`config.mk`:
```
export PLATFORM = sky130hd
export DESIGN_NAME = clock_sequencer
export DESIGN_NICKNAME = d
export VERILOG_FILES = /design/src/rtl/clock_seq_pkg.sv /design/src/rtl/clock_phase_counter.sv /design/src/rtl/clock_sequencer.sv
export SDC_FILE = /design/constraint.sdc
export NUM_CORES = 1
export LEC_CHECK = 0
export BUFFER_PORTS_ARGS = -buffer_cell sky130_fd_sc_hd__buf_2
export CAP_MARGIN = 20
export CELL_PAD_IN_SITES_DETAIL_PLACEMENT = 0
export CELL_PAD_IN_SITES_GLOBAL_PLACEMENT = 1
export CORE_AREA = 10 10 47 49
export CTS_BUF_LIST = sky130_fd_sc_hd__clkbuf_2
export CTS_CLUSTER_DIAMETER = 50
export DETAILED_ROUTE_END_ITERATION = 7
export DIE_AREA = 0 0 57 59
export PLACE_DENSITY_LB_ADDON = 0.2
export SKIP_CTS_REPAIR_TIMING = 1
export SYNTH_ARGS = -nofsm -noshare
export SYNTH_HDL_FRONTEND = slang
export SYNTH_SLANG_ARGS = --single-unit
```
`constraint.sdc`:
```
create_clock -name clk -period 2.2 [get_ports clk]
set_input_delay 0.22 -clock clk [delete_from_list [all_inputs] [get_ports clk]]
set_output_delay 0.22 -clock clk [all_outputs]
set_load 0.1 [all_outputs]
```
`src/rtl/clock_seq_pkg.sv`:
```
// Shared state encoding and default constants for the Hack clock sequencer.
// Imported by clock_sequencer and clock_phase_counter.
package clock_seq_pkg;

    typedef enum logic [1:0] {
        ST_INIT = 2'd0,
        ST_RUN  = 2'd1,
        ST_HALT = 2'd2,
        ST_STEP = 2'd3
    } state_e;

    localparam int DEF_DIV        = 3;
    localparam int DEF_RST_CYCLES = 16;

endpackage

```
`src/rtl/clock_phase_counter.sv`:
```
// Free-running divide-by-DIV phase counter (0..DIV-1, wraps to 0).
// Ports: clk, reset (sync, active-high), phase (count), wrap (phase == DIV-1).
module clock_phase_counter
    import clock_seq_pkg::*;
#(
    parameter int DIV = DEF_DIV,
    localparam int PW = (DIV > 1) ? $clog2(DIV) : 1
) (
    input  logic          clk,
    input  logic          reset,
    output logic [PW-1:0] phase,
    output logic          wrap
);

    localparam logic [PW-1:0] LAST = PW'(DIV - 1);

    logic [PW-1:0] phase_q;
    logic [PW-1:0] phase_d;

    always_comb begin
        phase_d = phase_q + PW'(1);
        if (phase_q == LAST) begin
            phase_d = '0;
        end
    end

    always_ff @(posedge clk) begin
        if (reset) begin
            phase_q <= '0;
        end else begin
            phase_q <= phase_d;
        end
    end

    assign phase = phase_q;
    assign wrap  = (phase_q == LAST);

endmodule

```
`src/rtl/clock_sequencer.sv`:
```
// Hack CPU clock sequencer: divided clock-enable, reset stretch, run/halt/step.
// Ports: clk, reset, run, step in; cpu_ce, cpu_reset, clk_out, halted, step_ack out.
module clock_sequencer
    import clock_seq_pkg::*;
#(
    parameter int DIV        = DEF_DIV,
    parameter int RST_CYCLES = DEF_RST_CYCLES
) (
    input  logic clk,
    input  logic reset,
    input  logic run,
    input  logic step,
    output logic cpu_ce,
    output logic cpu_reset,
    output logic clk_out,
    output logic halted,
    output logic step_ack
);

    localparam int PW = (DIV > 1) ? $clog2(DIV) : 1;
    localparam int CW = (RST_CYCLES > 0) ? $clog2(RST_CYCLES + 1) : 1;

    localparam logic [PW-1:0] PH_LAST = PW'(DIV - 1);
    localparam logic [CW-1:0] RC_LAST = CW'(RST_CYCLES - 1);
    localparam logic [CW-1:0] RC_DONE = CW'(RST_CYCLES);

    logic [PW-1:0] phase;
    logic          wrap;
    logic          tick;

    state_e        state_q;
    state_e        state_d;
    logic [CW-1:0] rst_cnt_q;
    logic [CW-1:0] rst_cnt_d;

    clock_phase_counter #(
        .DIV(DIV)
    ) u_phase (
        .clk  (clk),
        .reset(reset),
        .phase(phase),
        .wrap (wrap)
    );

    // Every Hack tick lands on the last phase, so ticks stay DIV-aligned
    // across any state change.
    assign tick = (phase == PH_LAST);

    always_comb begin
        state_d   = state_q;
        rst_cnt_d = rst_cnt_q;
        unique case (state_q)
            ST_INIT: begin
                if (tick) begin
                    if (rst_cnt_q == RC_LAST) begin
                        rst_cnt_d = RC_DONE;
                        state_d   = run ? ST_RUN : ST_HALT;
                    end else begin
                        rst_cnt_d = rst_cnt_q + CW'(1);
                    end
                end
            end
            ST_RUN: begin
                if (!run) begin
                    state_d = ST_HALT;
                end
            end
            ST_HALT: begin
                if (run) begin
                    state_d = ST_RUN;
                end else if (step) begin
                    state_d = ST_STEP;
                end
            end
            ST_STEP: begin
                if (tick) begin
                    state_d = ST_HALT;
                end
            end
            default: begin
                state_d = ST_INIT;
            end
        endcase
    end

    always_ff @(posedge clk) begin
        if (reset) begin
            state_q   <= ST_INIT;
            rst_cnt_q <= '0;
        end else begin
            state_q   <= state_d;
            rst_cnt_q <= rst_cnt_d;
        end
    end

    // Outputs decode only registered state and phase.
    assign cpu_ce    = tick && (state_q != ST_HALT);
    assign cpu_reset = (state_q == ST_INIT);
    assign clk_out   = wrap;
    assign halted    = (state_q == ST_HALT);
    assign step_ack  = tick && (state_q == ST_STEP);

endmodule
```
Yosys cells after proc, flatten, opt, wreduce, memory -nomap -nowiden
Index checks and enable logic that the tools add are counted.
{ "word_totals": {"regBits": 9, "in_bits": 4, "elab_cells": 31} }
{ "classes": {"n_addsub": 2, "n_eq_ne": 11, "n_mux": 9, "n_reduce_logical": 6} }
{ "op_table": {"columns": ["cell", "n"], "rows": [
  ["two-way mux 2 bit", 7],
  ["one-hot mux 2 bit (4 select lines)", 1],
  ["equality test 2 bit, second input constant", 3],
  ["inequality test 2 bit, second input constant", 3],
  ["adder 5 x 1 -> 5 bit, second input constant", 1],
  ["equality test 5 x 4 -> 1 bit, second input constant", 1],
  ["two-way mux 5 bit", 1],
  ["AND reduction 5 bit", 1],
  ["inequality test 2 x 1 -> 1 bit, second input constant", 2],
  ["inequality test 3 bit, second input constant", 1],
  ["adder 2 x 1 -> 2 bit, second input constant", 1],
  ["equality test 2 x 1 -> 1 bit, second input constant", 1],
  ["logical AND 1 bit", 2],
  ["zero test 2 bit", 1],
  ["AND reduction 2 bit", 1],
  ["OR reduction 2 bit", 1]
]} }

Longest topological paths before layout
Gate-level depths: netlist (run 1).
{ "logic_depth": {"word_depth": 4, "ltp_mapped": 6, "depth_no_buf": 6} }

Modules after synthesis
From an unflattened synthesis (run 1), not the netlist that was laid out.
{ "unflattened": {"hier_cells": 50, "hier_area_um2": 454.2} }
{ "modules_own_cells": {"columns": ["mod", "n_inst", "cells_per_inst", "area_each_um2", "seq_area_each_um2"], "rows": [
  ["clock_sequencer", 1, 44, 377.9, 140.1],
  ["clock_phase_counter", 1, 6, 76.3, 40.0]
]} }

Least setup slack after synthesis (run 1)
No wires, ideal clock.
{ "synth_path": {"kind": "flip-flop to output port", "startpoint": "register state_q[1]", "endpoint": "output port cpu_ce", "t_arrival_ps": 2695, "required_ps": 1980, "slack_ps": -715, "path_stages_with_launch": 4, "path_buffers": 0, "cell_sequence": "dfxtp_1 inv_1 nor2_1 nor2b_1"} }
{ "synth_via": {"elab_chain_len": 2} }
{ "synth_rtl": {"columns": ["item", "line", "text"], "rows": [
  ["start, declared", "clock_sequencer.sv:31", "state_e state_q;"],
  ["start signal, assigned", "clock_sequencer.sv:91", "state_q <= state_d;"],
  ["inequality test 2 bit", "clock_sequencer.sv:97", "assign cpu_ce = tick && (state_q != ST_HALT);"],
  ["logical AND 1 bit", "clock_sequencer.sv:97", null],
  ["end, declared", "clock_sequencer.sv:13", "output logic cpu_ce,"]
]} }
Every way passes these cells.

Final worst setup path (run 1)
{ "layout_path": {"startpoint": "register rst_cnt_q[0]", "endpoint": "register rst_cnt_q[3]"} }
{ "layout_via": {"elab_chain_len": 2, "word_cells_on_any_way": 3} }
{ "layout_rtl": {"columns": ["item", "line", "text"], "rows": [
  ["start, declared", "clock_sequencer.sv:33", "logic [CW-1:0] rst_cnt_q;"],
  ["start signal, assigned", "clock_sequencer.sv:92", "rst_cnt_q <= rst_cnt_d;"],
  ["adder 5 x 1 -> 5 bit or equality test 5 x 4 -> 1 bit (tied branches)", "clock_sequencer.sv:59, clock_sequencer.sv:55", null],
  ["two-way mux 5 bit (*)", "clock_sequencer.sv:55", "if (rst_cnt_q == RC_LAST) begin"]
]} }
Every way passes the cells marked *; elsewhere a longest branch is shown, timed or not.
A chain may end at the register's enable or synchronous reset.

==> results.json, run 1 <==
{
  "worstSetupStartpointType": "flop",
  "synth_cell_type_count": 25,
  "area_of_the_multi_input_gates_um2": 246.5,
  "synth_commonest_cells": "dfxtp_1 (9), a21oi_1 (5), nor2_1 (5), inv_1 (4), ha_1 (3)",
  "worst-slew-pin-transition_ps": 490.0,
  "die_width_um": 57,
  "fp.coreArea_um2": 1401,
  "ant_nets": 0,
  "static-leakage-power_uw": 0.0002080,
  "synthMuxAreaShare": 0,
  "global_route.overflow_total": 0,
  "crit_required_ps": 2390,
  "io_pins": 9,
  "globalplace.congestion": 0.7156,
  "whs_ps": 183.7,
  "effective_utilization_at_floorplan": 0.3089,
  "asyncSetResetFlopFracSynth": 0,
  "maxSlewViolCount": 0,
  "synthTopCellsByArea": "dfxtp_1 (42%), ha_1 (8.7%), a21oi_1 (5.8%)",
  "dp.final_hpwl_um": 660.5,
  "share_of_final_layout_standard_cells_stronger_than_drive_strength_1": 0.3000,
  "cp-end-kind": "flop",
  "timing.final.crit_period_ps": 1739,
  "fp.dieH_um": 59,
  "groute.layer.met1.usage": 0.07527,
  "dr.pass1.iters": 2,
  "rows": 14,
  "drcViolationCount": 0,
  "post_synth_and_or_nand_nor_area_fraction": 0.2832,
  "synthesis.area_per_instance_um2": 8.835,
  "synth.net_count": 56,
  "grt-busiest-layer": "met1",
  "setup_tns_final_ps": 0,
  "crit_type": "reg -> reg",
  "synth_top_area_share": 0.4162,
  "grt_setup_unrepaired": "false",
  "status": "finished, final reports clean",
  "cts-root-to-sink-buffers": 2,
  "synth-warning-count": 0,
  "count_of_final_hold_check_violations": 0,
  "cts_inserted_buffers": 3,
  "viasPerCell": 4.987,
  "areaGrowthSynthToFinish_pct": 20.52,
  "synth_enable_flop_cells": 0,
  "antenna_fix_cells": 0,
  "power.density_nw_per_um2": 787.2,
  "max_clock_freq_ghz": 0.5752,
  "final-seq-area_um2": 180.2,
  "max_slew_margin": 0.6756,
  "groute.layer.met2.usage": 0.07442,
  "synth.most_common_cell": "dfxtp_1",
  "clk_transition_reported_paths_ps": 100,
  "worstSkewPairLatency_ps": 250,
  "cts-root-buf": "clkbuf_2",
  "io_buffer_count": 8,
  "global_route.usage.met3": 0.02575,
  "min-delay-path-class": "in -> reg",
  "post_synth_instance_area_um2": 432.9,
  "seq_area_frac_synth": 0.4162,
  "ys_dominant_reg_cell": "dfxtp_1",
  "vias_in_the_first_global_route": 364,
  "max_cap_violations": 0,
  "cts_max_level": 1,
  "drt-initial-drc-count": 2,
  "wirelength_um": 886,
  "syn_inst": 49,
  "clock-sinks": 9,
  "synth-compound-area-share": 0.1705,
  "finClkSkew_ps": 3.455,
  "synth_seq_cells": 9,
  "worst-path-max-fanout": 7,
  "final_core_util": 0.3723,
  "finalSetupViolCount": 0,
  "layout_worst_path_cycle_share": 0.7903,
  "synth_top_family_by_area": "simple AND/OR/NAND/NOR gates",
  "synthDominantAreaCellType": "dfxtp_1",
  "grt_use_total": 0.05847,
  "wl_per_cell_um": 11.66,
  "synth-xor-area-share": 0,
  "worst_ir_drop_on_vdd_mv": 0.3520,
  "global_route_wire_length_before_repair_um": 1573,
  "synthAdderAreaFrac": 0.08671,
  "count_of_vias_placed_by_the_detailed_router": 379,
  "largest_net_degree_at_the_start_of_global_routing": 10,
  "nNetsFinal": 68,
  "tritoncts_clock_tree": "built",
  "worst_ep_arrival_time_ps": 1930,
  "n_fill_cell": 164,
  "design.die.area_um2": 3363,
  "number_of_antenna_violations_at_the_first_check_in_global_routing": 0
}
[kinds of logic (layout without fill, tap and decap cells)]
| kind of cell | count (synthesis) | count (layout) |
|---|---|---|
| fa+ha+maj | 3 | 3 |
| buf+inv | 5 | 16 |
| flops | 9 | 9 |
| simple gates | 20 | 20 |
| compound gates | 12 | 12 |
[power breakdown]
group          switching [uW]  total [uW]  internal, uW
Clock                    62.5         111          48.3
Combinational            79.9         115          34.8
Sequential               8.22         185           177
Total                     151         411           260
[final cells by class]
type,instances,share of cell area
multi-input combinational,35,0.4724
sequential,9,0.3453
timing repair buffer,8,0.07674
clock buffer,4,0.03837
tap,16,0.03837
inverter,4,0.02878
[registers in the layout, indices dropped and copies added, names as in the netlist]
name	count
rst_cnt_q	5
u_phase.phase	2
state_q	2
[routing by layer]
metal,vias up,share of wire
met5,-,0
met4,0,0.026
met3,4,0.029
met2,9,0.40
met1,166,0.55
li1,200,-
[critical path, cell delays in order (launching register included)]
cell and delay (ps):
dfxtp_1 360, ha_1 220, and3_1 180, ha_1 250, or4_1 520, a21oi_1 150
[placed cells by master (no fill, tap or decap), drive strengths merged, types with 2 or more instances in the layout]
cell type  count
and3           2
nand2          2
inv            4
nor2           5
ha             3
o21ai          2
a21oi          5
clkbuf         4
dfxtp          9
nor3           2
buf            8
[metrics by stage]
stage | power, uW | setup slack (ps) | instance area (um^2) | cells
floorplan | 287.3 | 174.4 | 445.4 | 49
global placement | 305.1 | 491.0 | 501.7 | 72
global route | 440.4 | 361.0 | 521.8 | 76
detailed placement | 304.8 | 499.9 | 501.7 | 72
finish | 410.7 | 461.4 | 521.8 | 76
CTS | 417.2 | 466.4 | 521.8 | 76
[final timing paths]
| check | start | to | slack (ps) | cells past startpoint |
|---|---|---|---|---|
| max | rst_cnt_q[0]$_SDFFE_PP0P_ | rst_cnt_q[3]$_SDFFE_PP0P_ | 460 | 5 |
| min | run | state_q[1]$_SDFFE_PP0P_ | 180 | 2 |
| max reg2reg | rst_cnt_q[0]$_SDFFE_PP0P_ | rst_cnt_q[3]$_SDFFE_PP0P_ | 460 | 5 |
| min reg2reg | u_phase.phase[0]$_SDFF_PP0_ | u_phase.phase[0]$_SDFF_PP0_ | 420 | 1 |
No activity file was read; power rests on OpenSTA's default activity.
==> inputs of run 2 (changes only) <==
==> constraint.sdc (replaced) <==
create_clock -name clk -period 1.7 [get_ports clk]
set_input_delay 0.17 -clock clk [delete_from_list [all_inputs] [get_ports clk]]
set_output_delay 0.17 -clock clk [all_outputs]
set_load 0.1 [all_outputs]
==> results.json, run 2 (synthesized netlist as in run 1, its figures left out) <==
{
  "min-delay-path-class": "in -> reg",
  "worst-path-max-fanout": 7,
  "regMostFlops": "rst_cnt_q",
  "rows": 14,
  "worst_ir_drop_on_vdd_mv": 0.8186,
  "fp.coreArea_um2": 1401,
  "max_clock_freq_ghz": 0.6100,
  "clock-sinks": 9,
  "most_common_cell_after_layout_fill_and_taps_aside": "dfxtp_1",
  "die_width_um": 57,
  "critPathMaxStageDelay_ps": 520,
  "cts_max_level": 1,
  "wl_per_cell_um": 12.72,
  "max_cap_violations": 0,
  "io_buffer_count": 8,
  "crit-reg2reg-launch": "rst_cnt_q[0]$_SDFFE_PP0P_",
  "n_fill_cell": 160,
  "antenna_fix_cells": 0,
  "worstSetupStartpointType": "flop",
  "count_of_vias_placed_by_the_detailed_router": 401,
  "worstSkewPairLatency_ps": 240,
  "nNetsFinal": 71,
  "final-seq-area_um2": 182.7,
  "layout_worst_path_cycle_share": 0.9644,
  "tritoncts_clock_tree": "built",
  "most-common-layout-cells": "dfxtp_1 (7), buf_2 (6), a21oi_1 (4), clkbuf_2 (4)",
  "cts_inserted_buffers": 3,
  "share_of_final_layout_standard_cells_stronger_than_drive_strength_1": 0.4444,
  "whs_ps": 153.3,
  "max_stage_delay_cell_worst_path": "or4_1",
  "crit_path_frequent_cell": "ha_2",
  "finClkSkew_ps": 6.231,
  "crit_type": "reg -> reg",
  "count_of_final_hold_check_violations": 0,
  "power.density_nw_per_um2": 942.8,
  "dr.pass1.iters": 2,
  "cp-end-kind": "flop",
  "drcViolationCount": 0,
  "globalplace.congestion": 0.6497,
  "finalSetupViolCount": 0,
  "viasPerCell": 5.076,
  "static-leakage-power_uw": 0.0002215,
  "ant_nets": 0,
  "design.die.area_um2": 3363,
  "post-route-cell-area_um2": 578.1,
  "grt_use_total": 0.05969,
  "clk_transition_reported_paths_ps": 90,
  "global_route_wire_length_before_repair_um": 1614,
  "max_slew_margin": 0.6767,
  "postPlaceCellArea_um2": 543.0,
  "critPathTopFamily": "simple AND/OR/NAND/NOR gates",
  "effective_utilization_at_floorplan": 0.3089,
  "io_pins": 9,
  "cts-root-buf": "clkbuf_2",
  "total_buffers_and_inverters_traversed_by_the_critical_path": 0,
  "fp.dieH_um": 59,
  "maxSlewViolCount": 0,
  "status": "finished, final reports clean",
  "wirelength_um": 1005,
  "largest_net_degree_at_the_start_of_global_routing": 10,
  "areaGrowthSynthToFinish_pct": 33.53,
  "worst_ep_arrival_time_ps": 1820,
  "drt-initial-drc-count": 5,
  "vias_in_the_first_global_route": 394,
  "cts-root-to-sink-buffers": 2,
  "worst-slew-pin-transition_ps": 488.3,
  "largest_register_ff_count": 5,
  "timing.final.crit_period_ps": 1639,
  "global_route.overflow_total": 0,
  "number_of_antenna_violations_at_the_first_check_in_global_routing": 0,
  "crit_chain": "ha_2 > and3_1 > ha_2 > or4_1 > a21oi_1",
  "min-delay-start": "run",
  "dp.final_hpwl_um": 680.2,
  "area_of_the_multi_input_gates_um2": 272.8,
  "setup.worst_path.start": "rst_cnt_q[0]$_SDFFE_PP0P_",
  "crit_required_ps": 1880
}
run 2: cell count changes in the layout (fill, tap and decap cells not counted), moves of 2 or more:
cell and change:
buf_4 +3, dfxtp_2 +2, buf_2 -2, dfxtp_1 -2, ha_1 -2, clkbuf_4 +2
run 2: worst paths after layout:
path	endpoint	slack (ps)	depth (start not counted)
setup / recovery	rst_cnt_q[3]$_SDFFE_PP0P_	60	5
hold / removal	state_q[1]$_SDFFE_PP0P_	150	2
setup reg to reg	rst_cnt_q[3]$_SDFFE_PP0P_	60	5
hold reg to reg	u_phase.phase[0]$_SDFF_PP0_	430	1
run 2: per-stage QoR:
stage | setup TNS [ps] | total power [uW] | setup WS (ps) | cells | util
6_report | 0 | 545.0 | 60.54 | 79 | 0.4125
5_1_grt | -3.759 | 586.8 | -3.333 | 79 | 0.4125
4_1_cts | -31.82 | 554.2 | -31.82 | 79 | 0.4018
3_5_place_dp | 0 | 414.5 | 9.088 | 75 | 0.3875
3_3_place_gp | 0 | 416.7 | 67.28 | 75 | 0.3875
2_1_floorplan | -99.26 | 385.4 | -83.23 | 49 | -
run 2: per-layer routing:
layer | routed length [um] | GRT usage
met1 | 484 | 0.07024
met5 | 0 | 0
met3 | 57 | 0.04721
met4 | 0 | 0.01007
met2 | 463 | 0.08372
run 2: power breakdown:
group          switching [uW]  total, uW  internal (uW)
clock                    71.8        134           62.5
combinational             111        169           57.5
sequential               11.4        242            231
total                     194        545            351
run 2: final cells by class:
| type | count | share of cell area |
|---|---|---|
| Inverter | 4 | 0.02597 |
| Multi-Input combinational cell | 35 | 0.4719 |
| Timing Repair Buffer | 11 | 0.1169 |
| Clock buffer | 4 | 0.03463 |
| Tap cell | 16 | 0.03463 |
| Sequential cell | 9 | 0.3160 |
